<file path="config.mk">
export PLATFORM = sky130hd
export DESIGN_NAME = fft_mem_bridge_flat
export DESIGN_NICKNAME = d
export VERILOG_FILES = /design/src/rtl/fft_mem_bridge_if.sv /design/src/rtl/fft_mem_bridge.sv /design/src/flat_wrapper.sv
export SDC_FILE = /design/constraint.sdc
export NUM_CORES = 1
export LEC_CHECK = 0
export ABC_CLOCK_PERIOD_IN_PS = 1500
export BUFFER_PORTS_ARGS = -buffer_cell sky130_fd_sc_hd__buf_4
export CAP_MARGIN = 20
export CORE_AREA = 2 2 220 222
export DETAILED_ROUTE_END_ITERATION = 6
export DIE_AREA = 0 0 222 224
export PLACE_DENSITY = 0.36
export SLEW_MARGIN = 20
export SYNTH_ARGS = -nofsm -noshare
export SYNTH_HDL_FRONTEND = slang
export SYNTH_SLANG_ARGS = --single-unit
</file>
<file path="constraint.sdc">
create_clock -name clk -period 1.5 [get_ports clk]
set_input_delay 0.3 -clock clk [delete_from_list [all_inputs] [get_ports clk]]
set_output_delay 0.3 -clock clk [all_outputs]
set_load 0.005 [all_outputs]
</file>
<file path="src/rtl/fft_mem_bridge_if.sv">
// fft_mem_bridge_if
//   Bundles the FFT accelerator read/write handshake and the shared
//   single-beat word memory port used by fft_mem_bridge.
//
//   Handshake semantics, in one place:
//     Accelerator side: while acc_read_enable (acc_write_enable) is high the
//     accelerator owns a session. acc_read_ready[0] (acc_write_ready[0])
//     rises when the current word is delivered (committed) and stays high
//     until the accelerator pulses acc_finish_read (acc_finish_write) for one
//     cycle. In that same cycle the address and data of the next word must
//     already be present. Dropping the enable ends the session.
//     Memory side: mem_req with mem_we/mem_addr/mem_wdata is held stable
//     until the cycle in which mem_gnt is high. A request is accepted in that
//     cycle. A read returns mem_rdata with mem_rvalid one or more cycles after
//     its grant.
//
//   Modports:
//     slave  - the bridge: responder to the accelerator and master of memory
//     master - the environment: the accelerator plus the memory
interface fft_mem_bridge_if #(
   parameter int DATA_W = 64,
   parameter int MEM_AW = 32
);
   logic              acc_read_enable;
   logic              acc_finish_read;
   logic [63:0]       acc_read_addr;
   logic [63:0]       acc_read_ready;
   logic [DATA_W-1:0] acc_read_data;
   logic              acc_write_enable;
   logic              acc_finish_write;
   logic [63:0]       acc_write_addr;
   logic [DATA_W-1:0] acc_write_data;
   logic [63:0]       acc_write_ready;
   logic              mem_req;
   logic              mem_we;
   logic [MEM_AW-1:0] mem_addr;
   logic [DATA_W-1:0] mem_wdata;
   logic              mem_gnt;
   logic              mem_rvalid;
   logic [DATA_W-1:0] mem_rdata;

   modport slave (
      input  acc_read_enable, acc_finish_read, acc_read_addr,
      output acc_read_ready, acc_read_data,
      input  acc_write_enable, acc_finish_write, acc_write_addr, acc_write_data,
      output acc_write_ready,
      output mem_req, mem_we, mem_addr, mem_wdata,
      input  mem_gnt, mem_rvalid, mem_rdata
   );

   modport master (
      output acc_read_enable, acc_finish_read, acc_read_addr,
      input  acc_read_ready, acc_read_data,
      output acc_write_enable, acc_finish_write, acc_write_addr, acc_write_data,
      input  acc_write_ready,
      input  mem_req, mem_we, mem_addr, mem_wdata,
      output mem_gnt, mem_rvalid, mem_rdata
   );
endinterface

</file>
<file path="src/rtl/fft_mem_bridge.sv">
// fft_mem_bridge
//   Memory-side responder for the FFT accelerator. Each accelerator word
//   transfer becomes one single-beat req/gnt(/rvalid) transaction on a shared
//   word memory port. Reads take priority over writes when both sessions
//   start together.
//
// Ports:
//   clk, reset      clock; synchronous active-high reset
//   bus (slave)     accelerator handshake + memory port (fft_mem_bridge_if)
//   align_err       sticky: some request had a byte address not word aligned
//   state_dbg       current FSM state: 0 IDLE, 1 RD_REQ, 2 RD_WAIT,
//                   3 RD_HOLD, 4 WR_REQ, 5 WR_HOLD
//   stat_rd_beats   (BRIDGE_STATS_EN) granted reads, saturating
//   stat_wr_beats   (BRIDGE_STATS_EN) granted writes, saturating
//   stat_stall_cyc  (BRIDGE_STATS_EN) cycles waiting on gnt/rvalid, saturating
//
// Optional build macro: BRIDGE_STATS_EN adds the three stat_* counters.
module fft_mem_bridge #(
   parameter int DATA_W     = 64,
   parameter int MEM_AW     = 32,
   parameter int WORD_SHIFT = 3
) (
   input  logic                  clk,
   input  logic                  reset,
   fft_mem_bridge_if.slave       bus,
   output logic                  align_err,
   output logic [2:0]            state_dbg
`ifdef BRIDGE_STATS_EN
   ,
   output logic [31:0]           stat_rd_beats,
   output logic [31:0]           stat_wr_beats,
   output logic [31:0]           stat_stall_cyc
`endif
);

   localparam int HI = MEM_AW + WORD_SHIFT;

   typedef enum logic [2:0] {
      S_IDLE    = 3'd0,
      S_RD_REQ  = 3'd1,
      S_RD_WAIT = 3'd2,
      S_RD_HOLD = 3'd3,
      S_WR_REQ  = 3'd4,
      S_WR_HOLD = 3'd5
   } state_t;

   state_t            state;
   logic [MEM_AW-1:0] waddr_q;
   logic [DATA_W-1:0] wdata_q;
   logic [DATA_W-1:0] rdata_q;
   logic              rd_ready_q;
   logic              wr_ready_q;
   logic              req_q;
   logic              we_q;
   logic              drop_q;   // read session ended while a read was in flight

   logic [MEM_AW-1:0] rd_word;
   logic [MEM_AW-1:0] wr_word;
   logic              rd_mis;
   logic              wr_mis;
   logic              unused_addr_bits;

   // Upper address bits beyond the word address space are dropped, so the
   // word address wraps modulo 2^MEM_AW.
   assign rd_word = bus.acc_read_addr[HI-1:WORD_SHIFT];
   assign wr_word = bus.acc_write_addr[HI-1:WORD_SHIFT];
   assign rd_mis  = |bus.acc_read_addr[WORD_SHIFT-1:0];
   assign wr_mis  = |bus.acc_write_addr[WORD_SHIFT-1:0];
   assign unused_addr_bits = ^{bus.acc_read_addr[63:HI], bus.acc_write_addr[63:HI]};

   assign bus.acc_read_ready  = {63'd0, rd_ready_q};
   assign bus.acc_write_ready = {63'd0, wr_ready_q};
   assign bus.acc_read_data   = rdata_q;
   assign bus.mem_req         = req_q;
   assign bus.mem_we          = we_q;
   assign bus.mem_addr        = waddr_q;
   assign bus.mem_wdata       = wdata_q;
   assign state_dbg           = state;

   always_ff @(posedge clk) begin
      if (reset) begin
         state      <= S_IDLE;
         waddr_q    <= '0;
         wdata_q    <= '0;
         rdata_q    <= '0;
         rd_ready_q <= 1'b0;
         wr_ready_q <= 1'b0;
         req_q      <= 1'b0;
         we_q       <= 1'b0;
         drop_q     <= 1'b0;
         align_err  <= 1'b0;
      end else begin
         case (state)
            S_IDLE: begin
               if (bus.acc_read_enable) begin
                  waddr_q <= rd_word;
                  req_q   <= 1'b1;
                  we_q    <= 1'b0;
                  drop_q  <= 1'b0;
                  if (rd_mis) align_err <= 1'b1;
                  state   <= S_RD_REQ;
               end else if (bus.acc_write_enable) begin
                  waddr_q <= wr_word;
                  wdata_q <= bus.acc_write_data;
                  req_q   <= 1'b1;
                  we_q    <= 1'b1;
                  if (wr_mis) align_err <= 1'b1;
                  state   <= S_WR_REQ;
               end
            end
            S_RD_REQ: begin
               // The request cannot be withdrawn once raised; remember that
               // the session ended so the returning data is thrown away.
               if (!bus.acc_read_enable) drop_q <= 1'b1;
               if (bus.mem_gnt) begin
                  req_q <= 1'b0;
                  state <= S_RD_WAIT;
               end
            end
            S_RD_WAIT: begin
               if (bus.mem_rvalid) begin
                  if (drop_q || !bus.acc_read_enable) begin
                     state <= S_IDLE;
                  end else begin
                     rdata_q    <= bus.mem_rdata;
                     rd_ready_q <= 1'b1;
                     state      <= S_RD_HOLD;
                  end
               end else if (!bus.acc_read_enable) begin
                  drop_q <= 1'b1;
               end
            end
            S_RD_HOLD: begin
               if (bus.acc_finish_read) begin
                  rd_ready_q <= 1'b0;
                  waddr_q    <= rd_word;
                  req_q      <= 1'b1;
                  we_q       <= 1'b0;
                  drop_q     <= 1'b0;
                  if (rd_mis) align_err <= 1'b1;
                  state      <= S_RD_REQ;
               end else if (!bus.acc_read_enable) begin
                  rd_ready_q <= 1'b0;
                  state      <= S_IDLE;
               end
            end
            S_WR_REQ: begin
               if (bus.mem_gnt) begin
                  req_q <= 1'b0;
                  we_q  <= 1'b0;
                  // A write whose session already ended still commits, but
                  // nobody is waiting for its ready.
                  if (bus.acc_write_enable) begin
                     wr_ready_q <= 1'b1;
                     state      <= S_WR_HOLD;
                  end else begin
                     state <= S_IDLE;
                  end
               end
            end
            S_WR_HOLD: begin
               if (bus.acc_finish_write) begin
                  wr_ready_q <= 1'b0;
                  waddr_q    <= wr_word;
                  wdata_q    <= bus.acc_write_data;
                  req_q      <= 1'b1;
                  we_q       <= 1'b1;
                  if (wr_mis) align_err <= 1'b1;
                  state      <= S_WR_REQ;
               end else if (!bus.acc_write_enable) begin
                  wr_ready_q <= 1'b0;
                  state      <= S_IDLE;
               end
            end
            default: state <= S_IDLE;
         endcase
      end
   end

`ifdef BRIDGE_STATS_EN
   always_ff @(posedge clk) begin
      if (reset) begin
         stat_rd_beats  <= '0;
         stat_wr_beats  <= '0;
         stat_stall_cyc <= '0;
      end else begin
         if (state == S_RD_REQ && bus.mem_gnt && stat_rd_beats != 32'hFFFF_FFFF)
            stat_rd_beats <= stat_rd_beats + 32'd1;
         if (state == S_WR_REQ && bus.mem_gnt && stat_wr_beats != 32'hFFFF_FFFF)
            stat_wr_beats <= stat_wr_beats + 32'd1;
         if ((((state == S_RD_REQ) || (state == S_WR_REQ)) && !bus.mem_gnt) ||
             ((state == S_RD_WAIT) && !bus.mem_rvalid)) begin
            if (stat_stall_cyc != 32'hFFFF_FFFF)
               stat_stall_cyc <= stat_stall_cyc + 32'd1;
         end
      end
   end
`endif

endmodule

</file>
<file path="src/flat_wrapper.sv">
// flat-port wrapper written by rule: the top's interface ports become plain ports
module fft_mem_bridge_flat 
#(
   parameter int DATA_W     = 64,
   parameter int MEM_AW     = 32,
   parameter int WORD_SHIFT = 3
)
  (clk, reset, align_err, state_dbg, bus_acc_read_enable, bus_acc_finish_read, bus_acc_read_addr, bus_acc_read_ready, bus_acc_read_data, bus_acc_write_enable, bus_acc_finish_write, bus_acc_write_addr, bus_acc_write_data, bus_acc_write_ready, bus_mem_req, bus_mem_we, bus_mem_addr, bus_mem_wdata, bus_mem_gnt, bus_mem_rvalid, bus_mem_rdata);
  fft_mem_bridge_if #(.DATA_W(DATA_W), .MEM_AW(MEM_AW)) bus_i ();
  input  logic clk;
  input  logic reset;
  output logic align_err;
  output logic [2:0] state_dbg;
  input wire logic [$bits(bus_i.acc_read_enable)-1:0] bus_acc_read_enable;
  input wire logic [$bits(bus_i.acc_finish_read)-1:0] bus_acc_finish_read;
  input wire logic [$bits(bus_i.acc_read_addr)-1:0] bus_acc_read_addr;
  output wire logic [$bits(bus_i.acc_read_ready)-1:0] bus_acc_read_ready;
  output wire logic [$bits(bus_i.acc_read_data)-1:0] bus_acc_read_data;
  input wire logic [$bits(bus_i.acc_write_enable)-1:0] bus_acc_write_enable;
  input wire logic [$bits(bus_i.acc_finish_write)-1:0] bus_acc_finish_write;
  input wire logic [$bits(bus_i.acc_write_addr)-1:0] bus_acc_write_addr;
  input wire logic [$bits(bus_i.acc_write_data)-1:0] bus_acc_write_data;
  output wire logic [$bits(bus_i.acc_write_ready)-1:0] bus_acc_write_ready;
  output wire logic [$bits(bus_i.mem_req)-1:0] bus_mem_req;
  output wire logic [$bits(bus_i.mem_we)-1:0] bus_mem_we;
  output wire logic [$bits(bus_i.mem_addr)-1:0] bus_mem_addr;
  output wire logic [$bits(bus_i.mem_wdata)-1:0] bus_mem_wdata;
  input wire logic [$bits(bus_i.mem_gnt)-1:0] bus_mem_gnt;
  input wire logic [$bits(bus_i.mem_rvalid)-1:0] bus_mem_rvalid;
  input wire logic [$bits(bus_i.mem_rdata)-1:0] bus_mem_rdata;
  assign bus_i.acc_read_enable = bus_acc_read_enable;
  assign bus_i.acc_finish_read = bus_acc_finish_read;
  assign bus_i.acc_read_addr = bus_acc_read_addr;
  assign bus_acc_read_ready = bus_i.acc_read_ready;
  assign bus_acc_read_data = bus_i.acc_read_data;
  assign bus_i.acc_write_enable = bus_acc_write_enable;
  assign bus_i.acc_finish_write = bus_acc_finish_write;
  assign bus_i.acc_write_addr = bus_acc_write_addr;
  assign bus_i.acc_write_data = bus_acc_write_data;
  assign bus_acc_write_ready = bus_i.acc_write_ready;
  assign bus_mem_req = bus_i.mem_req;
  assign bus_mem_we = bus_i.mem_we;
  assign bus_mem_addr = bus_i.mem_addr;
  assign bus_mem_wdata = bus_i.mem_wdata;
  assign bus_i.mem_gnt = bus_mem_gnt;
  assign bus_i.mem_rvalid = bus_mem_rvalid;
  assign bus_i.mem_rdata = bus_mem_rdata;
  fft_mem_bridge #(.DATA_W(DATA_W), .MEM_AW(MEM_AW), .WORD_SHIFT(WORD_SHIFT)) u_core (.clk(clk), .reset(reset), .bus(bus_i), .align_err(align_err), .state_dbg(state_dbg));
endmodule
</file>
==> impl_metrics.toml, run 1 <==
[cts]
root_buffer = "clkbuf_16"
cts_buffers = 17
cts.path.max_buffers = 2
cts_sinks = 169
clk_pin_slew_ns = 0.07
cts-hold-fix-buffers = 0
cts_tree = "yes"
insertion_delay_ns = 0.48
htree_levels = 4

[global_routing]
grt_pass1_wl_um = 44100
grt_max_degree = 43
grt_overflow = 0
grt_pass1_vias = 7120
grtUsageTotal = 0.120
antenna_found_initial = 0

[pwr]
leakage_uw = 0.00619
cellPowerDensity_nw_per_um2 = 1450
vdd.ir_drop.worst_mv = 0.898
report.power.total_uw = 20500

[timing]
fin_ws_ns = -0.270
fmax_mhz = 565
rsz0062_at_grt = "true"
period_needed_ns = 1.77
slew_violations = 0
setup_tns_ns = -30.16
skew_ns = 0.0114
setup_viol = 170
period_share = 1.18
finalHoldViolations = 0

[setup_path]
crit_path_top_delay_cell = "or4b_4"
startpoint = "u_core.state_dbg[2]$_SDFFE_PP0P_"
start_kind = "flop"
critPathKind = "reg -> reg"
timing.rr.end = "u_core.bus.mem_wdata[3]$_SDFFE_PP0P_"
cp_slowest_stage_delay_ns = 0.56
path_cells = "or4b_4, a21oi_4, buf_8, clkbuf_16, nand2_2, a21oi_2"
worstPathArrival_ns = 2.18
r2r-start = "u_core.state_dbg[2]$_SDFFE_PP0P_"
worstSetupEndpointType = "flop"
cp_max_fo = 5
rrSetupSlack_ns = -0.27
ff2ff_path_depth = 6
crit_end = "u_core.bus.mem_wdata[3]$_SDFFE_PP0P_"
critPathRequiredTime_ns = 1.91

[logic_synthesis]
ys.flop_type = "dfxtp_1"
ys_types = 44
netlist_area_um2 = 7590
yosys.area.top_type = "dfxtp_1"
ys_top_cells_by_area = "dfxtp_1 (45%), nand2_1 (13%), buf_4 (13%), a21oi_1 (10%), mux2i_1 (4.4%)"
synth_top_area_frac = 0.446
ys_warn_count = 0
synth_async_sr_flop_share = 0
ys_seq_area_frac = 0.446
synth_edf_count = 0
synth_seq_cells = 169
postSynthAreaPerCell_um2 = 8.23
syn_inst = 922

[final_layout]
drive_gt1_frac = 0.584
diodes = 0
layout_common_cells = "buf_4 (407), dfxtp_1 (166), nand2_1 (152)"
final_common_cell = "buf_4"
syn2layout_area_growth_pct = 85.7
nets = 1634

[placement]
io_buffers = 373
gp_congestion = 0.718
place_ws_ns = -0.354
dp_hpwl_um = 20100

[drt]
drt_wl_total_um = 32700
viasPerCell = 3.82
drt_iter0_drc = 253
dr.pass1.iters = 5
wl_per_cell_um = 16.4
drc_errors = 0
vias = 7618
ant_nets = 0

[die]
die_x_um = 222
die_area_um2 = 49700
num_rows = 80
start_util = 0.160
io_pins = 558
die_y_um = 224
core-area_um2 = 47300

[worst_hold_path]
worstHoldPathType = "in -> reg"

[flow_run]
cap_viol_max_count = 0

[run_status]
violations = "setup timing"
status = "finished with violations"
==> routing by layer <==
layer	GRT usage	part of all wire	vias to the layer above
met5	0	0	-
met3	0.0500	0.072	26
met1	0.135	0.40	3606
met4	0.0442	0.017	0
li1	-	-	3727
met2	0.202	0.51	259
==> how the worst min path moves through the flow <==
stage | from | end | depth (start not counted)
2_1_floorplan | bus_mem_rdata[0] | u_core.bus.acc_read_data[0]$_SDFFE_PP0P_ | 2
3_3_place_gp | u_core.bus.acc_read_data[53]$_SDFFE_PP0P_ | u_core.bus.acc_read_data[53]$_SDFFE_PP0P_ | 2
3_5_place_dp | u_core.bus.acc_read_data[40]$_SDFFE_PP0P_ | u_core.bus.acc_read_data[40]$_SDFFE_PP0P_ | 2
4_1_cts | bus_mem_rdata[47] | u_core.bus.acc_read_data[47]$_SDFFE_PP0P_ | 3
5_1_grt | bus_mem_rdata[49] | u_core.bus.acc_read_data[49]$_SDFFE_PP0P_ | 3
6_report | bus_mem_rdata[45] | u_core.bus.acc_read_data[45]$_SDFFE_PP0P_ | 3
==> registers in the layout, summed over array words and instances, names as in the netlist, 3 cells and up <==
signal	count
u_core.bus.acc_read_data	64
u_core.bus.mem_wdata	64
u_core.bus.mem_addr	32
u_core.state_dbg	3
==> critical path, delay by kind of cell (launching register included) <==
kind	cells	cell delay, ns
AO/OA/AOI/OAI	2	0.36
buffers and inverters	2	0.35
flip-flops	1	0.36
AND/OR/NAND/NOR	2	0.62
==> final cells by class <==
type                            instances  area [um^2]
Fill cell                            5061        33300
Timing Repair Buffer                  499         4650
Multi-Input combinational cell        680         4630
Sequential cell                       169         3390
Tap cell                              615          769
Clock buffer                           22          484
Clock inverter                          8          143
Inverter                                3         11.3
==> cell families after synthesis <==
kind of cell | Yosys count | synth area share
AND/OR/NAND/NOR | 298 | 0.159
AO/OA/AOI/OAI | 221 | 0.171
buffers and inverters | 198 | 0.178
flip-flops | 169 | 0.446
multiplexers | 33 | 0.0435
XOR/XNOR | 2 | 0.00231
other | 1 | 0.000494
==> Yosys cell counts, drive strengths merged, types with 2 or more instances <==
| master | number |
|---|---|
| a211o | 2 |
| nor2 | 7 |
| and3b | 2 |
| buf | 164 |
| a21oi | 164 |
| mux2i | 33 |
| a311oi | 3 |
| nand2 | 263 |
| and2 | 2 |
| o21ai | 5 |
| a211oi | 36 |
| and3 | 2 |
| nand3 | 5 |
| nand2b | 7 |
| nor2b | 2 |
| clkbuf | 31 |
| dfxtp | 169 |
| a31oi | 3 |
| inv | 3 |
==> through the flow <==
step | hold WS, ns | std cells | cell area [um^2] | utilization
after detailed placement | 0.449 | 1891 | 10900 | 0.230
after CTS | 0.00600 | 1972 | 12700 | 0.269
after global placement | 0.442 | 1891 | 10900 | 0.230
final | 0.0652 | 1996 | 14100 | 0.298
after floorplan | 0.436 | 1047 | 8120 | -
after global routing | 0.0308 | 1996 | 14100 | 0.298
==> power breakdown <==
part           leakage, uW  internal [uW]  switching [uW]
registers          0.00138           5260             492
clock network     0.000308           2930            1980
logic              0.00451           5450            4380
==> what timing repair did <==
action,4_1_cts,5_1_grt
gates cloned,18,10
pin swaps,33,126
buffers inserted,33,23
setup endpoints to repair,171,170
resized for setup,126,302
hold endpoints to repair,0,0
Power figures use the tool's default switching activity.
==> run 2: changes to the inputs <==
--- a/config.mk
+++ b/config.mk
@@ -12,6 +12,7 @@
 export DETAILED_ROUTE_END_ITERATION = 6
 export DIE_AREA = 0 0 222 224
 export PLACE_DENSITY = 0.36
+export SETUP_SLACK_MARGIN = 0.15
 export SLEW_MARGIN = 20
 export SYNTH_ARGS = -nofsm -noshare
 export SYNTH_HDL_FRONTEND = slang
==> run 2 against run 1 <==
Effect of this change:
- the flow still finishes with violations (setup timing)
- register-to-register slack gained 0.02 ns
- clock-buffer cell count fell by 3
- die area is the same
- highest routed layer unchanged
- setup slack gained 0.025 ns
- core utilization fell by 0.27 points
- global-route usage fell by 0.21 points
- sequential cell count unchanged
==> impl_metrics.toml, run 2 (synthesis gave the netlist of run 1 again) <==
[setup_path]
start_kind = "flop"
worstSetupEndpointType = "flop"
cp_max_fo = 5
crit_path_top_delay_cell = "or4b_4"
startpoint = "u_core.state_dbg[0]$_SDFFE_PP0P_"
r2r-start = "u_core.state_dbg[0]$_SDFFE_PP0P_"
cpMostUsedCell = "buf_12"
critPathRequiredTime_ns = 1.91
cp_slowest_stage_delay_ns = 0.54
path_cells = "or4b_4, a21oi_4, buf_12, buf_12, buf_16, nand2_4, a21oi_2"
critPathKind = "reg -> reg"
worstPathArrival_ns = 2.16

[global_routing]
grtUsageTotal = 0.117
grt_max_degree = 49
grt_pass1_wl_um = 43500
grt_overflow = 0
antenna_found_initial = 0
grt_pass1_vias = 7220

[final_layout]
final_common_cell = "buf_4"
fin_cells = 2002
nets = 1638
post-route-util = 0.295
layout_common_cells = "buf_4 (411), nand2_1 (179), dfxtp_1 (163)"
syn2layout_area_growth_pct = 84.0
drive_gt1_frac = 0.543
fillers = 5110
diodes = 0
layout.cell_area.non_filler_um2 = 14000

[drt]
viasPerCell = 3.79
ant_nets = 0
drc_errors = 0
dr.pass1.iters = 4
wl_per_cell_um = 15.4
drt_wl_total_um = 30900
drt_iter0_drc = 224
vias = 7580

[cts]
cts_tree = "yes"
cts_buffers = 17
cts_sinks = 169
root_buffer = "clkbuf_16"
clk_pin_slew_ns = 0.07
htree_levels = 4
insertion_delay_ns = 0.48
cts.path.max_buffers = 2

[timing]
setup_viol = 165
period_needed_ns = 1.74
period_share = 1.16
fmax_mhz = 573
fin_ws_ns = -0.245
slew_violations = 0
rsz0062_at_grt = "true"
finalHoldViolations = 0
skew_ns = 0.00927
setup_tns_ns = -26.98

[die]
die_y_um = 224
io_pins = 558
start_util = 0.160
die_area_um2 = 49700
die_x_um = 222
core-area_um2 = 47300
num_rows = 80

[run_status]
status = "finished with violations"
violations = "setup timing"

[pwr]
p_seq_frac = 0.300
clkPwrFrac = 0.247
cellPowerDensity_nw_per_um2 = 1360
report.power.total_uw = 19000
swShare = 0.339
p_sw_uw = 6430
vdd.ir_drop.worst_mv = 0.550
leakage_uw = 0.00629
internal_power_uw = 12600
combPwrFrac = 0.453

[placement]
detailed_place.area_um2 = 11100
gp_congestion = 0.696
dp_hpwl_um = 20500
io_buffers = 373
dpl.cell_count = 1903

[flow_run]
cap_viol_max_count = 0

[worst_hold_path]
worstHoldPathType = "in -> reg"
min-delay-start = "bus_mem_rdata[58]"
-- run 2: changes by cell type in the layout (fill, tap and decap cells not counted), moves of 8 or more --
cell	before	now
a21oi_1	67	76
buf_12	23	31
buf_6	39	28
mux2i_1	16	30
mux2i_2	13	2
nand2_1	152	179
nand2_2	61	22
nand2_4	50	62
-- run 2: path summary, 6_finish.rpt --
check	to	slack, ns	cells after the start
max	u_core.bus.mem_wdata[1]$_SDFFE_PP0P_	-0.24	7
min	u_core.bus.acc_read_data[58]$_SDFFE_PP0P_	0.06	3
max reg2reg	u_core.bus.mem_wdata[1]$_SDFFE_PP0P_	-0.24	7
min reg2reg	u_core.bus.acc_read_data[0]$_SDFFE_PP0P_	0.46	2
-- run 2: final cells by class --
class                           instances  area (um^2)  area share
Tap cell                              615          769      0.0551
Clock inverter                         13          171      0.0123
Sequential cell                       169         3400       0.243
Multi-Input combinational cell        680         4430       0.317
Timing Repair Buffer                  503         4750       0.340
Inverter                                3         11.3    0.000807
Clock buffer                           19          433      0.0310
-- run 2: power groups by stage --
stage / Sequential [uW] / Combinational, uW / Clock (uW)
2_1_floorplan: 5770 / 3430 / 0
3_3_place_gp: 5760 / 6180 / 0
3_5_place_dp: 5780 / 6160 / 0
4_1_cts: 5690 / 7650 / 4950
5_1_grt: 5780 / 9320 / 5070
6_report: 5690 / 8600 / 4690
-- run 2: worst max-delay path, delay by kind of cell, from the launching register on --
| family | cells | cell delay, ns |
|---|---|---|
| and+or+nand+nor | 2 | 0.58 |
| buffers and inverters | 3 | 0.40 |
| DFF | 1 | 0.36 |
| AOI/OAI and AO/OA | 2 | 0.31 |
-- run 2: repair_timing --
action                                  CTS  global route
cloned                                   16             7
pin swaps                                33           122
hold buffers                              6             0
gates resized for setup                  81           254
endpoints found under the setup margin  174           175
hold endpoints to repair                  6             0
setup buffers                            23            15
-- run 2: routing by layer --
layer  vias up  global-route usage  wire length, um  part of all wire
met4         0              0.0458              494             0.016
met5         -                   0                0                 0
met2       230               0.199            15800              0.51
met3        24              0.0380             1740             0.056
met1      3594               0.138            12900              0.42
li1       3732                   -                -                 -
-- run 2: metrics by stage --
stage                     hold slack, ns  worst slack (ns)
after floorplan                    0.436           -0.0904
after global placement             0.443            -0.397
after detailed placement           0.448            -0.361
after CTS                       0.000193            -0.277
after global routing              0.0253            -0.314
final                             0.0605            -0.245
